## src/rtl/imem_uart_loader_pkg.sv

```systemverilog
// imem_uart_loader_pkg
//   Shared definitions for the UART program loader: FSM state encodings,
//   the default frame start marker and the word-address helper.
package imem_uart_loader_pkg;

  localparam int ST_W = 3;

  localparam logic [2:0] ST_IDLE = 3'd0;
  localparam logic [2:0] ST_LEN  = 3'd1;
  localparam logic [2:0] ST_DATA = 3'd2;
  localparam logic [2:0] ST_CSUM = 3'd3;
  localparam logic [2:0] ST_DONE = 3'd4;
  localparam logic [2:0] ST_ERR  = 3'd5;

  localparam logic [7:0] SYNC_BYTE_DEFAULT = 8'hA5;

  // Byte address of word idx relative to base; wraps at 32 bits.
  function automatic logic [31:0] word_addr(input logic [31:0] base,
                                            input logic [31:0] idx);
    return base + {idx[29:0], 2'b00};
  endfunction

endpackage

```

## src/rtl/imem_uart_loader_if.sv

```systemverilog
// imem_uart_loader_if
//   Bundles the UART byte stream, the memory write port, the CPU/status
//   outputs and the FSM state for the loader.
//   Handshake: rx_valid is a one-cycle strobe with no back-pressure; rx_data is
//   consumed in every cycle rx_valid is high. mem_we is a one-cycle write
//   strobe qualifying mem_addr/mem_wdata; the memory always accepts it.
//   master : the loader (consumes rx_*, drives everything else)
//   slave  : the environment (drives rx_*, observes the rest)
interface imem_uart_loader_if;
  import imem_uart_loader_pkg::*;

  logic [7:0]      rx_data;
  logic            rx_valid;
  logic            mem_we;
  logic [31:0]     mem_addr;
  logic [31:0]     mem_wdata;
  logic            cpu_hold;
  logic            load_done;
  logic            load_err;
  logic [ST_W-1:0] state;

  modport master (
    input  rx_data, rx_valid,
    output mem_we, mem_addr, mem_wdata, cpu_hold, load_done, load_err, state
  );

  modport slave (
    output rx_data, rx_valid,
    input  mem_we, mem_addr, mem_wdata, cpu_hold, load_done, load_err, state
  );
endinterface

```

## src/rtl/imem_uart_loader_byte_packer.sv

```systemverilog
// imem_uart_loader_byte_packer
//   Collects 8-bit beats into a 32-bit little-endian word (first beat lands in
//   bits [7:0]). word_full and word are combinational and valid in the cycle
//   the 4th beat arrives, so the caller can register the word immediately and
//   the packer is free to take the next beat in the following cycle.
// Ports
//   clk, rst    clock, synchronous active-high reset
//   clear       synchronous clear of the beat count and shift register
//   beat_valid  beat is valid this cycle
//   beat        8-bit input beat
//   word_full   this beat completes a word
//   word        assembled word (meaningful when word_full)
module imem_uart_loader_byte_packer (
  input  logic        clk,
  input  logic        rst,
  input  logic        clear,
  input  logic        beat_valid,
  input  logic [7:0]  beat,
  output logic        word_full,
  output logic [31:0] word
);
  logic [31:0] sh;
  logic [1:0]  cnt;

  assign word_full = beat_valid && (cnt == 2'd3);
  assign word      = {beat, sh[31:8]};

  always_ff @(posedge clk) begin
    if (rst || clear) begin
      sh  <= '0;
      cnt <= '0;
    end else if (beat_valid) begin
      sh  <= {beat, sh[31:8]};
      cnt <= cnt + 2'd1; // wraps to 0 after the 4th beat
    end
  end
endmodule

```

## src/rtl/imem_uart_loader.sv

```systemverilog
// imem_uart_loader
//   Receives a framed byte stream (SYNC, LEN[4 LE], N words [4 LE each],
//   CSUM = XOR of LEN and payload bytes) and writes the words to the
//   instruction memory, holding the CPU in reset until a frame loads cleanly.
// Parameters
//   WORDS      memory depth in words; frames longer than this are rejected
//   BASE_ADDR  byte address of the first written word
//   TIMEOUT    max clk cycles between bytes inside a frame
//   SYNC_BYTE  frame start marker
// Ports
//   clk, rst   clock, synchronous active-high reset
//   bus        loader side of imem_uart_loader_if (rx stream in, memory
//              write port, cpu_hold, load_done, load_err, state out)
module imem_uart_loader
  import imem_uart_loader_pkg::*;
#(
  parameter int          WORDS     = 4096,
  parameter logic [31:0] BASE_ADDR = 32'h0,
  parameter int          TIMEOUT   = 1_000_000,
  parameter logic [7:0]  SYNC_BYTE = SYNC_BYTE_DEFAULT
) (
  input  logic                clk,
  input  logic                rst,
  imem_uart_loader_if.master  bus
);
  localparam int            TCW     = $clog2(TIMEOUT + 1);
  localparam logic [TCW-1:0] TC_LAST = TCW'(TIMEOUT - 1);
  localparam logic [31:0]   WORDS_U = 32'(WORDS);

  logic [ST_W-1:0] state;
  logic [31:0]     len;
  logic [31:0]     idx;
  logic [7:0]      acc;
  logic [TCW-1:0]  tcnt;

  logic            mem_we_q;
  logic [31:0]     mem_addr_q;
  logic [31:0]     mem_wdata_q;
  logic            cpu_hold_q;
  logic            load_done_q;
  logic            load_err_q;

  logic            in_frame;
  logic            start;
  logic            pk_valid;
  logic            pk_full;
  logic [31:0]     pk_word;
  logic            timeout_hit;

  assign in_frame = (state == ST_LEN) || (state == ST_DATA) || (state == ST_CSUM);

  // SYNC only restarts from a resting state; inside a frame it is plain data.
  assign start = bus.rx_valid && (bus.rx_data == SYNC_BYTE) &&
                 ((state == ST_IDLE) || (state == ST_DONE) || (state == ST_ERR));

  assign pk_valid = bus.rx_valid && ((state == ST_LEN) || (state == ST_DATA));

  // A byte arriving in the last allowed cycle wins over the timeout.
  assign timeout_hit = in_frame && !bus.rx_valid && (tcnt == TC_LAST);

  imem_uart_loader_byte_packer u_packer (
    .clk        (clk),
    .rst        (rst),
    .clear      (start),
    .beat_valid (pk_valid),
    .beat       (bus.rx_data),
    .word_full  (pk_full),
    .word       (pk_word)
  );

  always_ff @(posedge clk) begin
    if (rst) begin
      state       <= ST_IDLE;
      len         <= '0;
      idx         <= '0;
      acc         <= '0;
      tcnt        <= '0;
      mem_we_q    <= 1'b0;
      mem_addr_q  <= BASE_ADDR;
      mem_wdata_q <= '0;
      cpu_hold_q  <= 1'b1;
      load_done_q <= 1'b0;
      load_err_q  <= 1'b0;
    end else begin
      mem_we_q <= 1'b0;

      if (in_frame) begin
        tcnt <= bus.rx_valid ? '0 : tcnt + 1'b1;
      end

      if (pk_valid) begin
        acc <= acc ^ bus.rx_data;
      end

      case (state)
        ST_IDLE, ST_DONE, ST_ERR: begin
          if (start) begin
            state       <= ST_LEN;
            load_done_q <= 1'b0;
            load_err_q  <= 1'b0;
            cpu_hold_q  <= 1'b1;
            idx         <= '0;
            acc         <= '0;
            tcnt        <= '0;
          end
        end
        ST_LEN: begin
          if (pk_full) begin
            len <= pk_word;
            if (pk_word > WORDS_U) begin
              state      <= ST_ERR;
              load_err_q <= 1'b1;
            end else if (pk_word == 32'd0) begin
              state <= ST_CSUM;
            end else begin
              state <= ST_DATA;
            end
          end
        end
        ST_DATA: begin
          if (pk_full) begin
            mem_we_q    <= 1'b1;
            mem_addr_q  <= word_addr(BASE_ADDR, idx);
            mem_wdata_q <= pk_word;
            idx         <= idx + 32'd1;
            if (idx + 32'd1 == len) begin
              state <= ST_CSUM;
            end
          end
        end
        ST_CSUM: begin
          if (bus.rx_valid) begin
            if (bus.rx_data == acc) begin
              state       <= ST_DONE;
              load_done_q <= 1'b1;
              cpu_hold_q  <= 1'b0;
            end else begin
              state      <= ST_ERR;
              load_err_q <= 1'b1;
            end
          end
        end
        default: state <= ST_IDLE;
      endcase

      if (timeout_hit) begin
        state      <= ST_ERR;
        load_err_q <= 1'b1;
      end
    end
  end

  assign bus.mem_we    = mem_we_q;
  assign bus.mem_addr  = mem_addr_q;
  assign bus.mem_wdata = mem_wdata_q;
  assign bus.cpu_hold  = cpu_hold_q;
  assign bus.load_done = load_done_q;
  assign bus.load_err  = load_err_q;
  assign bus.state     = state;

endmodule

```

## src/flat_wrapper.sv

```systemverilog
// flat-port wrapper written by rule: the top's interface ports become plain ports
module imem_uart_loader_flat import imem_uart_loader_pkg::*;
#(
  parameter int          WORDS     = 4096,
  parameter logic [31:0] BASE_ADDR = 32'h0,
  parameter int          TIMEOUT   = 1_000_000,
  parameter logic [7:0]  SYNC_BYTE = SYNC_BYTE_DEFAULT
)
  (clk, rst, bus_rx_data, bus_rx_valid, bus_mem_we, bus_mem_addr, bus_mem_wdata, bus_cpu_hold, bus_load_done, bus_load_err, bus_state);
  imem_uart_loader_if bus_i ();
  input  logic clk;
  input  logic rst;
  input wire logic [$bits(bus_i.rx_data)-1:0] bus_rx_data;
  input wire logic [$bits(bus_i.rx_valid)-1:0] bus_rx_valid;
  output wire logic [$bits(bus_i.mem_we)-1:0] bus_mem_we;
  output wire logic [$bits(bus_i.mem_addr)-1:0] bus_mem_addr;
  output wire logic [$bits(bus_i.mem_wdata)-1:0] bus_mem_wdata;
  output wire logic [$bits(bus_i.cpu_hold)-1:0] bus_cpu_hold;
  output wire logic [$bits(bus_i.load_done)-1:0] bus_load_done;
  output wire logic [$bits(bus_i.load_err)-1:0] bus_load_err;
  output wire logic [$bits(bus_i.state)-1:0] bus_state;
  assign bus_i.rx_data = bus_rx_data;
  assign bus_i.rx_valid = bus_rx_valid;
  assign bus_mem_we = bus_i.mem_we;
  assign bus_mem_addr = bus_i.mem_addr;
  assign bus_mem_wdata = bus_i.mem_wdata;
  assign bus_cpu_hold = bus_i.cpu_hold;
  assign bus_load_done = bus_i.load_done;
  assign bus_load_err = bus_i.load_err;
  assign bus_state = bus_i.state;
  imem_uart_loader #(.WORDS(WORDS), .BASE_ADDR(BASE_ADDR), .TIMEOUT(TIMEOUT), .SYNC_BYTE(SYNC_BYTE)) u_core (.clk(clk), .rst(rst), .bus(bus_i));
endmodule
```

## config.mk

```make
export PLATFORM = sky130hd
export DESIGN_NAME = imem_uart_loader_flat
export DESIGN_NICKNAME = d
export VERILOG_FILES = /design/src/rtl/imem_uart_loader_pkg.sv /design/src/rtl/imem_uart_loader_if.sv /design/src/rtl/imem_uart_loader_byte_packer.sv /design/src/rtl/imem_uart_loader.sv /design/src/flat_wrapper.sv
export SDC_FILE = /design/constraint.sdc
export NUM_CORES = 1
export LEC_CHECK = 0
export ABC_AREA = 0
export CORE_MARGIN = 8
export CORE_UTILIZATION = 50
export DETAILED_ROUTE_END_ITERATION = 10
export PLACE_DENSITY = 0.71
export SKIP_CTS_REPAIR_TIMING = 1
export SLEW_MARGIN = 20
export SYNTH_ARGS = -nofsm -noshare
export SYNTH_HDL_FRONTEND = slang
export SYNTH_SLANG_ARGS = --single-unit
```

## constraint.sdc

```tcl
create_clock -name clk -period 5.03 [get_ports clk]
set_clock_uncertainty 0.1 [all_clocks]
set_input_delay 1.006 -clock clk [delete_from_list [all_inputs] [get_ports clk]]
set_output_delay 1.006 -clock clk [all_outputs]
set_load 0.01 [all_outputs]
```

; ---- Word-level counts from Yosys, hierarchy flattened
; Cells that the tools add are included.
[word_totals]
ff_bits = 195
latch_bits = 0
ramBits = 0
rom_bits = 0
inputBits = 11
memories = 0
[classes]
add_sub_neg = 3
mul = 0
n_div = 0
order_cmp = 1
n_eq_ne = 23
shifts = 0
muxes = 35
bitwise_logic = 2
reduce_logical = 27
[ops]
columns = cell, count
row1 = $mux 20, 4
row2 = $mux 32, 2
row3 = $pmux 32 s2, 1
row4 = $add 32x1->32 const B, 1
row5 = $eq 32x32->1, 1
row6 = $gt 32x13->1 const B, 1
row7 = $logic_not 32->1, 1
row8 = $mux 8, 3
row9 = $mux 3, 7
row10 = $add 20x1->20 const B, 1
row11 = $eq 20x20->1 const B, 1
row12 = $ne 3x2->1 const B, 5
row13 = $mux 1, 14
row14 = $pmux 3 s4, 1
row15 = $reduce_and 5->1, 2
row16 = $eq 8x8->1, 1
row17 = $eq 8x8->1 const B, 1
row18 = $ne 2x2->1 const B, 4
row19 = $xor 8x8->8, 1
row20 = $eq 3x2->1 const B, 2
row21 = $eq 3x3->1 const B, 2
row22 = $logic_and 1x1->1, 6
row23 = $ne 3x1->1 const B, 2
row24 = $reduce_and 6->1, 1
row25 = 17 further kinds, 26

; ---- Depth between registers and ports, before layout
; Gate-level depths: netlist (run 1).
[depth]
depth_word = 7
mapped_depth = 11
depth_no_buf = 10

; ---- Modules after synthesis
; A second synthesis (run 1) with hierarchy kept.
[hier_totals]
hier_cells = 1179
area_unflattened_um2 = 9073.7
[modules_own_cells]
columns = mod, n_inst, cells_each, area_each_um2
row1 = imem_uart_loader, 1, 1084, 8034.0
row2 = imem_uart_loader_byte_packer, 1, 95, 1039.7

; ---- Least setup slack after synthesis (run 1)
; Ideal clock, no wire load.
[synth_timing]
kind = in2reg
start = input bus_rx_data[1]
end = register u_core.state[0], in the netlist u_core.bus.state[0]
setup_ns = 0.133
arrival_time_ns = 2.899
required_time_ns = 4.797
setup_slack_ns = 1.898
path_stages = 9
cell_sequence = or4_1 -> nor4_4 -> nor3_1 -> nand4b_1 -> and4bb_2 -> nand4_1 -> nor4_1 -> or4b_1 -> o211ai_1
[synth_between]
elab_chain_cells = 6
word_cells_on_any_way = 15
classes_between = 1 x order compare / 3 x eq/ne / 7 x mux / 4 x reduce/logical
[synth_rtl]
columns = element, line_no
row1 = from (decl), flat_wrapper.sv:13  ; input wire logic [$bits(bus_i.rx_data)-1:0] bus_rx_data;
row2 = branches (longest 6 deep; another with $gt 32x13->1), -
row3 = to (signal assigned), imem_uart_loader.sv:98  ; state <= ST_LEN;
row4 = to (signal assigned), imem_uart_loader.sv:111  ; state <= ST_ERR;
row5 = to (signal assigned), imem_uart_loader.sv:147  ; state <= ST_ERR;
row6 = to (decl), imem_uart_loader.sv:30  ; logic [ST_W-1:0] state;
; Several ways; the timed one is not identified. The select of a mux whose other input is x is not followed.
; A chain may end at the register's enable or synchronous reset.

; ---- Worst setup path in the final report (run 1)
; Ends and elaborated chain as after synthesis.

==> qor.txt, run 1 <==
status - finished, final reports clean
Leak - 3.27 nW
setup tns final - 0 ns
Port Buffers - 79
P&R area growth vs syn - 16.6%
startpoint types - primary input
Worst slew margin - 0.280
CTS Buf Count - 17
die height - 147 µm
#FFs+latches synth - 187
synth warn - 0
Max Freq - 0.276 GHz
min Tclk post-route - 3.62 ns
hold_sp - u_core.bus.mem_addr[5]
R2R Path Start - u_core.idx[0]
average instance area after synthesis - 7.53 µm²
num rows - 48
clock tree sinks - 187
Max VDD drop - 0.251 mV
Largest delay share family, worst path - simple AND/OR/NAND/NOR gates
fin cells - 1406
Ports - 82
Post-synth EDFFs - 0
fill cell count - 1624
Clock Tree Buf Depth - 2
routed vias/inst - 5.52
placed instance count - 1374
Setup Viol. Count Final - 0
htree depth - 4
via count - 7765
Worst-Skew Late Latency - 0.44 ns
starting density of the core - 0.506
wire length of the first global-routing pass - 36.3 mm
core area - 17100 µm²
Seq. cell area - 3740 µm²
DRC viols - 0
TritonRoute pass-1 iters - 6
top-area cell type share of the netlist area - 0.434
post-synth cell types - 53
CP endpoint kind - register
final wirelength - 21.9 mm
fraction of layout cells with a size suffix above 1 - 0.0500
Slew @ Worst Pin - 1.08 ns
GR Overflow Total - 0
cells after synthesis - 1146
vias in the first global route - 7070
drt wl/cell - 15.6 µm
Design Area, Final - 10100 µm²
destination of the worst hold path - u_core.bus.mem_addr[5]
Synth area leader - dfxtp_1
Multi-input gate area - 4540 µm²
slowest cell on the critical path - or4_1
largest cells by area after synthesis - dfxtp_1 43%, nand2_1 13%, a21oi_1 11%, nor2_1 4.0%, xor2_1 4.0%
HP Class - reg2reg
R2R Setup Slk - 1.66 ns
post-synthesis async set-or-reset flop share - 0
critical path class - in2reg
Synth Cell Area - 8630 µm²
WP data arrival - 3.82 ns
GPL Wtd Cong - 0.846
Pins Over Slew Limit - 0
Reg-to-Reg End - u_core.bus.state[0]
unrepaired setup endpoints after global routing - false
initial DRC count - 809
CTS root buf - clkbuf_16
Req. time, crit path - 5.22 ns
Die X-Extent - 147 µm
initial antenna violation count - 0
Max Fanout on Critical Path - 7
Hold Path Stages - 2
ANT cells - 0
CTS tree - yes
Reg2Reg Depth - 10
CP bufs+invs - 1
full die area - 21700 µm²
post-layout util - 0.590
minimum hold slack - 0.352 ns
worst path cell trace - clkdlybuf4s50_1, or4_1, nor4_4, nor3_1, nand4b_1, and4bb_2, nand4_1, nor4_1, or4b_1, o211ai_1
Final ANT Viol Nets - 0
GRT Util Overall - 0.203
Clock Pin Slew Worst Setup and Hold Paths - 0.07 ns
commonest cells after routing, fill and taps aside - 289 x nand2_1, 187 x dfxtp_1, 181 x a21oi_1
hpwl dp - 15.0 mm
pin count of the biggest net entering global routing - 96
main flop type after synthesis - dfxtp_1
Cell Area, Placed - 9440 µm²
Final period util - 0.720
fin nets - 1182
Max-Cap Viols - 0
commonest non-fill, non-tap cell in the layout - nand2_1
Final Hold Violating Endpoints - 0
post-synthesis sequential area ratio - 0.434
max incr delay on CP - 0.67 ns
total power density per cell area - 291 nW/µm²
-- where the power goes --
part | internal (W) | total, W | switching, W | leakage [nW]
registers | 0.00148 | 0.00148 | 0.000000239 | 1.51
logic | 0.0000125 | 0.0000501 | 0.0000376 | 1.47
clock network | 0.000796 | 0.00140 | 0.000600 | 0.302
-- cell families after synthesis --
| group | after synthesis | share of synthesized area |
|---|---|---|
| buffers and inverters | 93 | 0.0439 |
| multiplexers | 5 | 0.00580 |
| AND/OR/NAND/NOR | 540 | 0.286 |
| AO/OA/AOI/OAI | 243 | 0.151 |
| XOR/XNOR | 74 | 0.0751 |
| flip-flops | 187 | 0.434 |
| adder cells (fa/ha/maj) | 3 | 0.00435 |
| other | 1 | 0.000435 |
-- per-layer routing --
| layer | GRT usage | up-vias | part of all wire |
|---|---|---|---|
| met4 | 0.0790 | 0 | 0.020 |
| met5 | 0 | - | 0 |
| met2 | 0.316 | 204 | 0.45 |
| met3 | 0.0412 | 34 | 0.051 |
| li1 | - | 3941 | - |
| met1 | 0.271 | 3586 | 0.47 |
-- flip-flops by register name (all words and copies together), names as in the netlist --
register,flops
u_core.acc,8
u_core.bus.cpu_hold,1
u_core.bus.load_done,1
u_core.bus.load_err,1
u_core.bus.mem_addr,30
u_core.bus.mem_wdata,32
u_core.bus.mem_we,1
u_core.bus.state,3
u_core.idx,32
u_core.len,32
u_core.tcnt,20
u_core.u_packer.cnt,2
u_core.u_packer.sh,24
-- synthesized netlist by cell type (5+ instances only) --
| library cell | count |
|---|---|
| xor2_1 | 39 |
| and3_1 | 12 |
| a31oi_1 | 6 |
| a21oi_1 | 181 |
| nor2_1 | 93 |
| nor4_1 | 20 |
| or4_1 | 5 |
| o21ai_0 | 31 |
| dfxtp_1 | 187 |
| nand4_1 | 18 |
| xnor2_1 | 35 |
| clkbuf_1 | 66 |
| nor3_1 | 26 |
| nand3_1 | 32 |
| or3_1 | 10 |
| inv_1 | 8 |
| mux2i_1 | 5 |
| nand4b_1 | 5 |
| a311oi_1 | 5 |
| buf_2 | 12 |
| nand2_1 | 290 |
-- area by class of cell --
type                            count  area share
Multi-Input combinational cell    867       0.451
Sequential cell                   187       0.372
Timing Repair Buffer               87      0.0844
Clock buffer                       22      0.0482
Tap cell                          225      0.0280
Clock inverter                     10      0.0129
Inverter                            8     0.00299
-- worst reg2reg max path: stages, from the launching register on --
cell	delay (ns)
dfxtp_1	0.53
ha_1	0.33
nand4_1	0.22
nor4_2	0.64
nand3_1	0.27
xnor2_1	0.19
nor3_1	0.18
nand4_1	0.17
nor4_1	0.37
or4b_1	0.17
o211ai_1	0.07
-- stage by stage --
step / worst slack [ns] / power, W
after global routing: 1.22 / 0.00301
after detailed placement: 0.957 / 0.00156
after global placement: 1.09 / 0.00156
after floorplan: 1.90 / 0.00154
final: 1.41 / 0.00293
after CTS: 1.43 / 0.00295
-- worst max-delay path by stage --
stage / startpoint / cells past startpoint / slack [ns] / endpoint
after floorplan: bus_rx_data[1] / 9 / 1.90 / u_core.bus.state[0]
after global placement: bus_rx_data[1] / 10 / 1.09 / u_core.bus.state[0]
after detailed placement: bus_rx_data[1] / 10 / 0.96 / u_core.bus.state[0]
after CTS: bus_rx_data[1] / 10 / 1.43 / u_core.bus.state[0]
after global routing: bus_rx_valid / 10 / 1.22 / u_core.bus.state[0]
final: bus_rx_data[1] / 10 / 1.41 / u_core.bus.state[0]
(Power assumes the default switching activity.)
==> run 2: changes to the inputs <==
==> constraint.sdc (replaced) <==
create_clock -name clk -period 3.7 [get_ports clk]
set_clock_uncertainty 0.1 [all_clocks]
set_input_delay 0.74 -clock clk [delete_from_list [all_inputs] [get_ports clk]]
set_output_delay 0.74 -clock clk [all_outputs]
set_load 0.01 [all_outputs]
==> run 2 against run 1 <==
- combinational power rose by 56%
- via count up 2.0%
- sequential share of layout area fell by 0.86 points
- register-to-register slack got worse by 1.1 ns
- first-iteration DRC count fell by 8.2%
- cell count increased by 2.0%
- non-clock buffer count is 28 higher
- utilization is 1.4 points higher
- sequential power up 36%
- worst setup slack got worse by 0.90 ns
- largest cell class unchanged
- largest power group unchanged
==> qor.txt, run 2 (synthesized netlist as in run 1, its figures left out) <==
status - finished, final reports clean
Pins Over Slew Limit - 0
Reg-to-Reg End - u_core.bus.state[0]
Seq. cell area - 3740 µm²
fill cell count - 1601
Worst-Skew Late Latency - 0.43 ns
Ports - 82
min Tclk post-route - 3.19 ns
fin cells - 1434
critical path class - reg2reg
Final Hold Violating Endpoints - 0
unrepaired setup endpoints after global routing - false
Max-Cap Viols - 0
GPL Wtd Cong - 0.877
vias in the first global route - 7158
GRT Util Overall - 0.205
R2R Path Start - u_core.idx[1]
Clock Pin Slew Worst Setup and Hold Paths - 0.07 ns
WP data arrival - 3.39 ns
core area - 17100 µm²
Final ANT Viol Nets - 0
Final period util - 0.862
placed instance count - 1402
startpoint types - register
CTS tree - yes
Critical Path Sink - u_core.bus.state[0]
Final WS setup - 0.512 ns
total power density per cell area - 393 nW/µm²
initial DRC count - 743
pin count of the biggest net entering global routing - 72
wire length of the first global-routing pass - 36.7 mm
setup tns final - 0 ns
final wirelength - 22.3 mm
clock tree sinks - 187
routed vias/inst - 5.52
Setup Viol. Count Final - 0
TritonRoute pass-1 iters - 5
full die area - 21700 µm²
P&R area growth vs syn - 19.3%
R2R Setup Slk - 0.51 ns
worst path cell trace - ha_1, nand3_1, nor3_1, xnor2_1, a2111oi_0, and4bb_2, nand4_1, nor4_1, or4b_1, o211ai_1
worst setup path startpoint - u_core.idx[1]
Worst slew margin - 0.532
CTS Buf Count - 17
htree depth - 4
commonest cells after routing, fill and taps aside - 290 x nand2_1, 187 x dfxtp_1, 181 x a21oi_1
Slew @ Worst Pin - 0.696 ns
fraction of layout cells with a size suffix above 1 - 0.0703
hold_sp - u_core.bus.mem_addr[7]
Multi-input gate area - 4540 µm²
num rows - 48
starting density of the core - 0.506
max incr delay on CP - 0.51 ns
via count - 7918
slowest cell on the critical path - a2111oi_0
Reg2Reg Depth - 10
ANT cells - 0
initial antenna violation count - 0
Leak - 3.42 nW
Max VDD drop - 0.346 mV
post-layout util - 0.604
fin nets - 1210
CTS root buf - clkbuf_16
HP Class - reg2reg
Die X-Extent - 147 µm
Clock Tree Buf Depth - 2
minimum hold slack - 0.352 ns
GR Overflow Total - 0
drt wl/cell - 15.6 µm
Max Fanout on Critical Path - 7
die height - 147 µm
Port Buffers - 79
commonest non-fill, non-tap cell in the layout - nand2_1
Max Freq - 0.314 GHz
DRC viols - 0
Req. time, crit path - 3.90 ns
worst slack at placement - 0.187 ns
CP endpoint kind - register
hpwl dp - 15.6 mm
## run 2: changes by cell type in the layout (fill, tap and decap cells not counted)
cell        delta
clkinv_4       -2
clkinvlp_4     +1
bufinv_16      +2
clkbuf_8       -3
clkinv_2       +1
nand2_1        +1
clkbuf_1       +1
nand2_2        -1
buf_12         +1
buf_4         +27
## run 2: worst max-delay path: cells and delay by family, from the launching register on
kind,cells,cell delay [ns]
AND/OR/NAND/NOR,6,1.53
AO/OA/AOI/OAI,2,0.58
flip-flops,1,0.43
adder cells (fa/ha/maj),1,0.31
XOR/XNOR,1,0.13
## run 2: how the worst min path moves through the flow
stage	end	slack, ns	cells past startpoint
after global routing	u_core.bus.mem_addr[5]	0.37	2
after global placement	u_core.bus.mem_addr[7]	0.34	2
final	u_core.bus.mem_addr[7]	0.35	2
after floorplan	u_core.u_packer.cnt[1]	0.34	2
after CTS	u_core.bus.mem_addr[7]	0.36	2
after detailed placement	u_core.bus.mem_addr[7]	0.35	2
## run 2: power breakdown
group	switching [W]	internal, W
Clock	0.000800	0.00116
Sequential	0.000000231	0.00201
Combinational	0.0000541	0.0000240
## run 2: metrics by stage
step / area, µm² / power (W)
floorplan: 8630 / 0.00210
global placement: 9660 / 0.00214
detailed placement: 9660 / 0.00214
CTS: 10300 / 0.00409
global route: 10300 / 0.00417
finish: 10300 / 0.00405
## run 2: area by class of cell
cell class	count	area share
clock buffer	20	0.0434
clock inverter	12	0.0180
inverter	8	0.00292
multi-input combinational	867	0.441
sequential	187	0.364
tap	225	0.0273
timing repair buffer	115	0.104
## run 2: layer usage
metal | part of all wire | wire [µm] | vias up | global-route usage
met5 | 0 | 0 | - | 0
met4 | 0.019 | 416 | 0 | 0.0714
met3 | 0.053 | 1190 | 34 | 0.0421
met2 | 0.47 | 10400 | 217 | 0.329
met1 | 0.46 | 10300 | 3678 | 0.269
li1 | - | - | 3989 | -
